`src/rtl/pc_fetch_sequencer_if.sv`:
```
// Instruction-memory fetch port: req/gnt issue plus rvalid response.
// master = fetch sequencer, slave = instruction memory.
interface pc_fetch_sequencer_if #(
  parameter int n = 32
);
  logic         imem_req;
  logic [n-1:0] imem_addr;
  logic         imem_gnt;
  logic         imem_rvalid;
  logic [31:0]  imem_rdata;

  modport master (
    output imem_req,
    output imem_addr,
    input  imem_gnt,
    input  imem_rvalid,
    input  imem_rdata
  );

  modport slave (
    input  imem_req,
    input  imem_addr,
    output imem_gnt,
    output imem_rvalid,
    output imem_rdata
  );
endinterface

```
`src/rtl/pc_fetch_sequencer.sv`:
```
// PC register and single-outstanding fetch sequencer.
// Applies stall, branch/jump and trap redirects; drops stale responses.
module pc_fetch_sequencer #(
  parameter int          n            = 32,
  parameter logic [n-1:0] RESET_VECTOR = '0,
  parameter logic [n-1:0] TRAP_VECTOR  = n'(32'h100)
) (
  input  logic                  clk,
  input  logic                  resetn,
  input  logic                  stall,
  input  logic                  redirect_valid,
  input  logic [n-1:0]          redirect_pc,
  input  logic                  trap,
  pc_fetch_sequencer_if.master  imem,
  output logic [n-1:0]          pc,
  output logic                  instr_valid,
  output logic [31:0]           instr,
  output logic [n-1:0]          instr_pc,
  output logic                  misaligned
);

  typedef enum logic [2:0] {
    BOOT,
    HOLD,
    ISSUE,
    WAIT,
    DROP
  } state_e;

  state_e       state_q, state_d;
  logic [n-1:0] pc_q, pc_d;
  logic [n-1:0] fetch_pc_q, fetch_pc_d;
  logic [31:0]  instr_q, instr_d;
  logic [n-1:0] instr_pc_q, instr_pc_d;
  logic         instr_valid_q, instr_valid_d;
  logic         misaligned_q, misaligned_d;

  logic         redir;
  logic         misal;
  logic [n-1:0] tgt;
  logic         req;
  state_e       after_fetch;

  // Redirect target resolution: trap wins, misaligned targets trap.
  always_comb begin
    redir        = trap | redirect_valid;
    misal        = redirect_pc[1:0] != 2'b00;
    tgt          = (trap || misal) ? TRAP_VECTOR : redirect_pc;
    misaligned_d = redirect_valid & ~trap & misal;
    after_fetch  = stall ? HOLD : ISSUE;
  end

  // Next-state, PC update and fetch-port control.
  always_comb begin
    state_d       = state_q;
    pc_d          = pc_q;
    fetch_pc_d    = fetch_pc_q;
    instr_d       = instr_q;
    instr_pc_d    = instr_pc_q;
    instr_valid_d = 1'b0;
    req           = 1'b0;
    unique case (state_q)
      BOOT, HOLD: begin
        state_d = after_fetch;
        if (redir) pc_d = tgt;
      end
      ISSUE: begin
        req = 1'b1;
        if (imem.imem_gnt) begin
          fetch_pc_d = pc_q;
          if (redir) begin
            pc_d    = tgt;
            state_d = DROP;
          end else begin
            pc_d    = pc_q + n'(4);
            state_d = WAIT;
          end
        end else if (redir) begin
          pc_d = tgt;
        end
      end
      WAIT: begin
        if (imem.imem_rvalid) begin
          state_d = after_fetch;
          if (redir) begin
            pc_d = tgt;
          end else begin
            instr_d       = imem.imem_rdata;
            instr_pc_d    = fetch_pc_q;
            instr_valid_d = 1'b1;
          end
        end else if (redir) begin
          pc_d    = tgt;
          state_d = DROP;
        end
      end
      DROP: begin
        if (redir) pc_d = tgt;
        if (imem.imem_rvalid) state_d = after_fetch;
      end
      default: state_d = BOOT;
    endcase
  end

  // State and datapath registers.
  always_ff @(posedge clk or negedge resetn) begin
    if (!resetn) begin
      state_q       <= BOOT;
      pc_q          <= RESET_VECTOR;
      fetch_pc_q    <= '0;
      instr_q       <= '0;
      instr_pc_q    <= '0;
      instr_valid_q <= 1'b0;
      misaligned_q  <= 1'b0;
    end else begin
      state_q       <= state_d;
      pc_q          <= pc_d;
      fetch_pc_q    <= fetch_pc_d;
      instr_q       <= instr_d;
      instr_pc_q    <= instr_pc_d;
      instr_valid_q <= instr_valid_d;
      misaligned_q  <= misaligned_d;
    end
  end

  assign imem.imem_req  = req;
  assign imem.imem_addr = pc_q;
  assign pc             = pc_q;
  assign instr_valid    = instr_valid_q;
  assign instr          = instr_q;
  assign instr_pc       = instr_pc_q;
  assign misaligned     = misaligned_q;

endmodule

```
`src/flat_wrapper.sv`:
```
// flat-port wrapper written by rule: the top's interface ports become plain ports
module pc_fetch_sequencer_flat 
#(
  parameter int          n            = 32,
  parameter logic [n-1:0] RESET_VECTOR = '0,
  parameter logic [n-1:0] TRAP_VECTOR  = n'(32'h100)
)
  (clk, resetn, stall, redirect_valid, redirect_pc, trap, pc, instr_valid, instr, instr_pc, misaligned, imem_imem_req, imem_imem_addr, imem_imem_gnt, imem_imem_rvalid, imem_imem_rdata);
  pc_fetch_sequencer_if #(.n(n)) imem_i ();
  input  logic clk;
  input  logic resetn;
  input  logic stall;
  input  logic redirect_valid;
  input  logic [n-1:0] redirect_pc;
  input  logic trap;
  output logic [n-1:0] pc;
  output logic instr_valid;
  output logic [31:0] instr;
  output logic [n-1:0] instr_pc;
  output logic misaligned;
  output wire logic [$bits(imem_i.imem_req)-1:0] imem_imem_req;
  output wire logic [$bits(imem_i.imem_addr)-1:0] imem_imem_addr;
  input wire logic [$bits(imem_i.imem_gnt)-1:0] imem_imem_gnt;
  input wire logic [$bits(imem_i.imem_rvalid)-1:0] imem_imem_rvalid;
  input wire logic [$bits(imem_i.imem_rdata)-1:0] imem_imem_rdata;
  assign imem_imem_req = imem_i.imem_req;
  assign imem_imem_addr = imem_i.imem_addr;
  assign imem_i.imem_gnt = imem_imem_gnt;
  assign imem_i.imem_rvalid = imem_imem_rvalid;
  assign imem_i.imem_rdata = imem_imem_rdata;
  pc_fetch_sequencer #(.n(n), .RESET_VECTOR(RESET_VECTOR), .TRAP_VECTOR(TRAP_VECTOR)) u_core (.clk(clk), .resetn(resetn), .stall(stall), .redirect_valid(redirect_valid), .redirect_pc(redirect_pc), .trap(trap), .imem(imem_i), .pc(pc), .instr_valid(instr_valid), .instr(instr), .instr_pc(instr_pc), .misaligned(misaligned));
endmodule
```
`config.mk`:
```
export PLATFORM = sky130hd
export DESIGN_NAME = pc_fetch_sequencer_flat
export DESIGN_NICKNAME = d
export VERILOG_FILES = /design/src/rtl/pc_fetch_sequencer_if.sv /design/src/rtl/pc_fetch_sequencer.sv /design/src/flat_wrapper.sv
export SDC_FILE = /design/constraint.sdc
export NUM_CORES = 1
export LEC_CHECK = 0
export CORE_MARGIN = 2
export CORE_UTILIZATION = 47
export DETAILED_ROUTE_END_ITERATION = 8
export PLACE_DENSITY = 0.81
export SETUP_SLACK_MARGIN = 0.05
export SKIP_LAST_GASP = 1
export SLEW_MARGIN = 20
export SYNTH_ARGS = -nofsm -noshare
export SYNTH_HDL_FRONTEND = slang
export SYNTH_SLANG_ARGS = --single-unit
```
`constraint.sdc`:
```
create_clock -name clk -period 2.3 [get_ports clk]
set_input_delay 0.46 -clock clk [delete_from_list [all_inputs] [get_ports clk]]
set_output_delay 0.46 -clock clk [all_outputs]
set_load 0.02 [all_outputs]
```
==> results.cfg, run 1 <==
[status]
status = complete, no violations

[floorplan]
die_x_um = 119.4
die_area_um2 = 14240
start_util = 0.4760
die_h_um = 119.4
num_rows = 42
io_pins = 202
core_um2 = 13140

[critical_path]
end_kind = output pin
crit_slowest_cell = clkdlybuf4s50_1
cp_top_family = buffers and inverters
crit_path_start_kind = register
worstPathMaxFanout = 8
path_class = register to output pin
cp.required_ns = 1.84
worst-path-buf-inv = 1
critPathMaxStageDelay_ns = 0.70
path_cells = clkdlybuf4s50_1
worstPathArrival_ns = 1.67

[yosys]
yosys_warnings = 0
yosysTopAreaCell = dfrtp_1
ys_seq_area_frac = 0.5322
synth_top_flop_cell = dfrtp_1
syn_inst = 711
avgSynthCellArea_um2 = 8.795
netlist_top_cells_area = dfrtp_1 (53%), nand2_1 (19%), buf_4 (4.7%), nand3_1 (1.9%), a21oi_1 (1.3%)
synth_area_um2 = 6253
yosysTopAreaCellShare = 0.5322
synth_edf_count = 0
synth_seq_cells = 133
async_flop_share = 1.000
ys_types = 64
syn_nets = 783

[global_route]
grtUsageTotal = 0.2577
antenna_found_initial = 0
grt_pass1_vias = 5482
grt_max_degree = 88
overflow = 0
grt_pass1_wl_um = 28800

[timing]
worst_pin_slew_ns = 0.4773
clock_skew_ns = 0.006916
fin_ws_ns = 0.1657
period_share = 0.9279
max_slew_margin = 0.6818
period_needed_ns = 2.134
setup_viol = 0
fin_tns_setup_ns = 0
drv_slew = 0
rsz0062_at_grt = false
fmax_mhz = 468.5
timing.final.hold_violations = 0

[layout]
final_layout_size_suffix_gt1_frac = 0.1005
area_growth_pct = 45.22
nets = 974
n_antenna_cell = 0

[routing]
num_vias = 5809
wl_per_cell_um = 16.50
drc_errors = 0
antenna_left = 0
drt-initial-drc-count = 583
dr.pass1.iters = 5
viasPerCell = 5.324
wl_um = 18000

[cts]
cts_root_buf = clkbuf_16
cts_buffers = 17
cts_sinks = 133
cts_max_level = 4
clk_latency_ns = 0.42
clkTransAtPathRegs_ns = 0.06
clockBufferDepth = 2
cts_tree = yes

[power]
p_leak_nw = 4.343
vdd_ir_drop_max_mv = 0.4955
p_per_area_nw_per_um2 = 987.8

[worst_hold_path]
hp-class = register to register

[placed_design]
place_congestion = 0.8673
port_buffers = 201
dp_hpwl_um = 12410
pre_cts_ws_ns = 0.06653

[job]
drv_cap = 0
power breakdown:
part / leakage (nW) / internal, mW / switching (mW) / total (mW)
Sequential: 1.80 / 2.85 / 0.404 / 3.25
Combinational: 2.24 / 1.28 / 1.56 / 2.84
Clock: 0.311 / 1.89 / 0.980 / 2.87
Total: 4.34 / 6.03 / 2.94 / 8.97
area by class of cell:
type                       instances  area (um2)
sequential                       133        3328
clock inverter                     9       148.9
inverter                           5       18.77
timing repair buffer             242        2410
tap                              176       220.2
clock buffer                      23       478.0
multi-input combinational        503        2477
fill                            1037        4056
per-stage QoR:
stage | utilization | total power, mW | instances | hold WS (ns) | instance area [um2]
2_1_floorplan | - | 4.738 | 711 | 0.1644 | 6254
3_3_place_gp | 0.6429 | 6.061 | 1058 | 0.4434 | 8446
3_5_place_dp | 0.6429 | 6.130 | 1058 | 0.4409 | 8446
4_1_cts | 0.6912 | 9.008 | 1091 | 0.4655 | 9081
5_1_grt | 0.6912 | 9.403 | 1091 | 0.4870 | 9081
6_report | 0.6912 | 8.971 | 1091 | 0.4662 | 9081
placed cells by master, fill, tap and decap left out, drive strengths merged, types with 4 or more instances in the layout:
cell type,count
nand4,14
and4,4
bufinv,4
a21oi,16
a31oi,4
o21ai,16
o211ai,7
clkdlybuf4s50,199
clkinv,5
nor4,4
nand2b,4
dfrtp,133
nand3,25
mux2i,5
o311ai,6
nand2,316
nor3,5
clkbuf,23
inv,5
and2,6
buf,41
and3,6
nor2,22
synthesized netlist by cell type, types with 2 or more instances:
master    instances
o41ai_1           2
o22ai_1           2
a22o_1            2
a31oi_1           4
o21ai_0          15
or4_1             2
a221oi_1          2
clkbuf_1         13
nand4_4           2
o211ai_1          7
and3_1            5
a22oi_1           2
nand2b_1          4
buf_4            39
nor2_2            2
and2_1            5
dfrtp_1         133
o31ai_1           2
and4_1            2
nor4_1            3
inv_1             4
nand4_1          11
a32oi_1           3
nor3b_1           2
buf_2            15
o311ai_0          6
a211o_1           2
nand3_1          24
nor4b_2           2
a21oi_1          16
or3_1             3
buf_1             2
nor3_1            5
o311a_1           2
nor2_1           19
nand2_1         315
mux2i_1           5
what timing repair did:
| item | in CTS | in global routing |
|---|---|---|
| hold endpoints to repair | 1 | 0 |
| buffers inserted | 0 | 0 |
| setup endpoints to repair | 1 | 0 |
| gates resized for setup | 1 | 0 |
| hold buffers | 1 | 0 |
logic make-up after synthesis:
logic type / after synthesis / share of synthesized area
simple gates: 420 / 0.2975
flops: 133 / 0.5322
compound gates: 76 / 0.08524
buf+inv: 75 / 0.07263
mux: 6 / 0.01040
fa+ha+maj: 1 / 0.002000
worst min-delay path, stage by stage (launching register included):
cell and delay (ns):
dfrtp_1 0.34, nand2_1 0.05, nand2_1 0.05
routing by layer:
metal / part of all wire / up-vias / GRT usage
li1: - / 2727 / -
met1: 0.43 / 2790 / 0.3511
met2: 0.47 / 257 / 0.4084
met3: 0.078 / 35 / 0.06370
met4: 0.021 / 0 / 0.08088
met5: 0 / - / 0
registers in the layout, summed over array words and instances, names as in the netlist:
name,cells
u_core.fetch_pc_q,32
u_core.imem.imem_addr,32
u_core.instr,32
u_core.instr_pc,32
u_core.state_q,3
u_core.instr_valid,1
u_core.misaligned,1
worst paths after layout:
path                                                             from                                     to  slack (ns)  depth (start not counted)
min in group asynchronous                                      resetn        u_core.instr_pc[23]$_DFFE_PN0P_        0.57                          3
worst min-delay path                 u_core.fetch_pc_q[7]$_DFFE_PN0P_         u_core.instr_pc[7]$_DFFE_PN0P_        0.47                          2
worst max-delay path            u_core.imem.imem_addr[23]$_DFFE_PN0P_                                 pc[23]        0.17                          1
worst max register to register          u_core.state_q[0]$_DFFE_PN0P_  u_core.imem.imem_addr[31]$_DFFE_PN0P_        0.34                          5
worst min register to register       u_core.fetch_pc_q[7]$_DFFE_PN0P_         u_core.instr_pc[7]$_DFFE_PN0P_        0.47                          2
max in group asynchronous                                      resetn       u_core.fetch_pc_q[0]$_DFFE_PN0P_        1.28                          3
Note: power is estimated with default switching activity, not from simulation.
==> run 2: changes to the inputs <==
CTS_CLUSTER_SIZE = 40   (was not set)
==> results of run 2 <==
The final DEF is identical to that of run 1; final timing and power are the same.
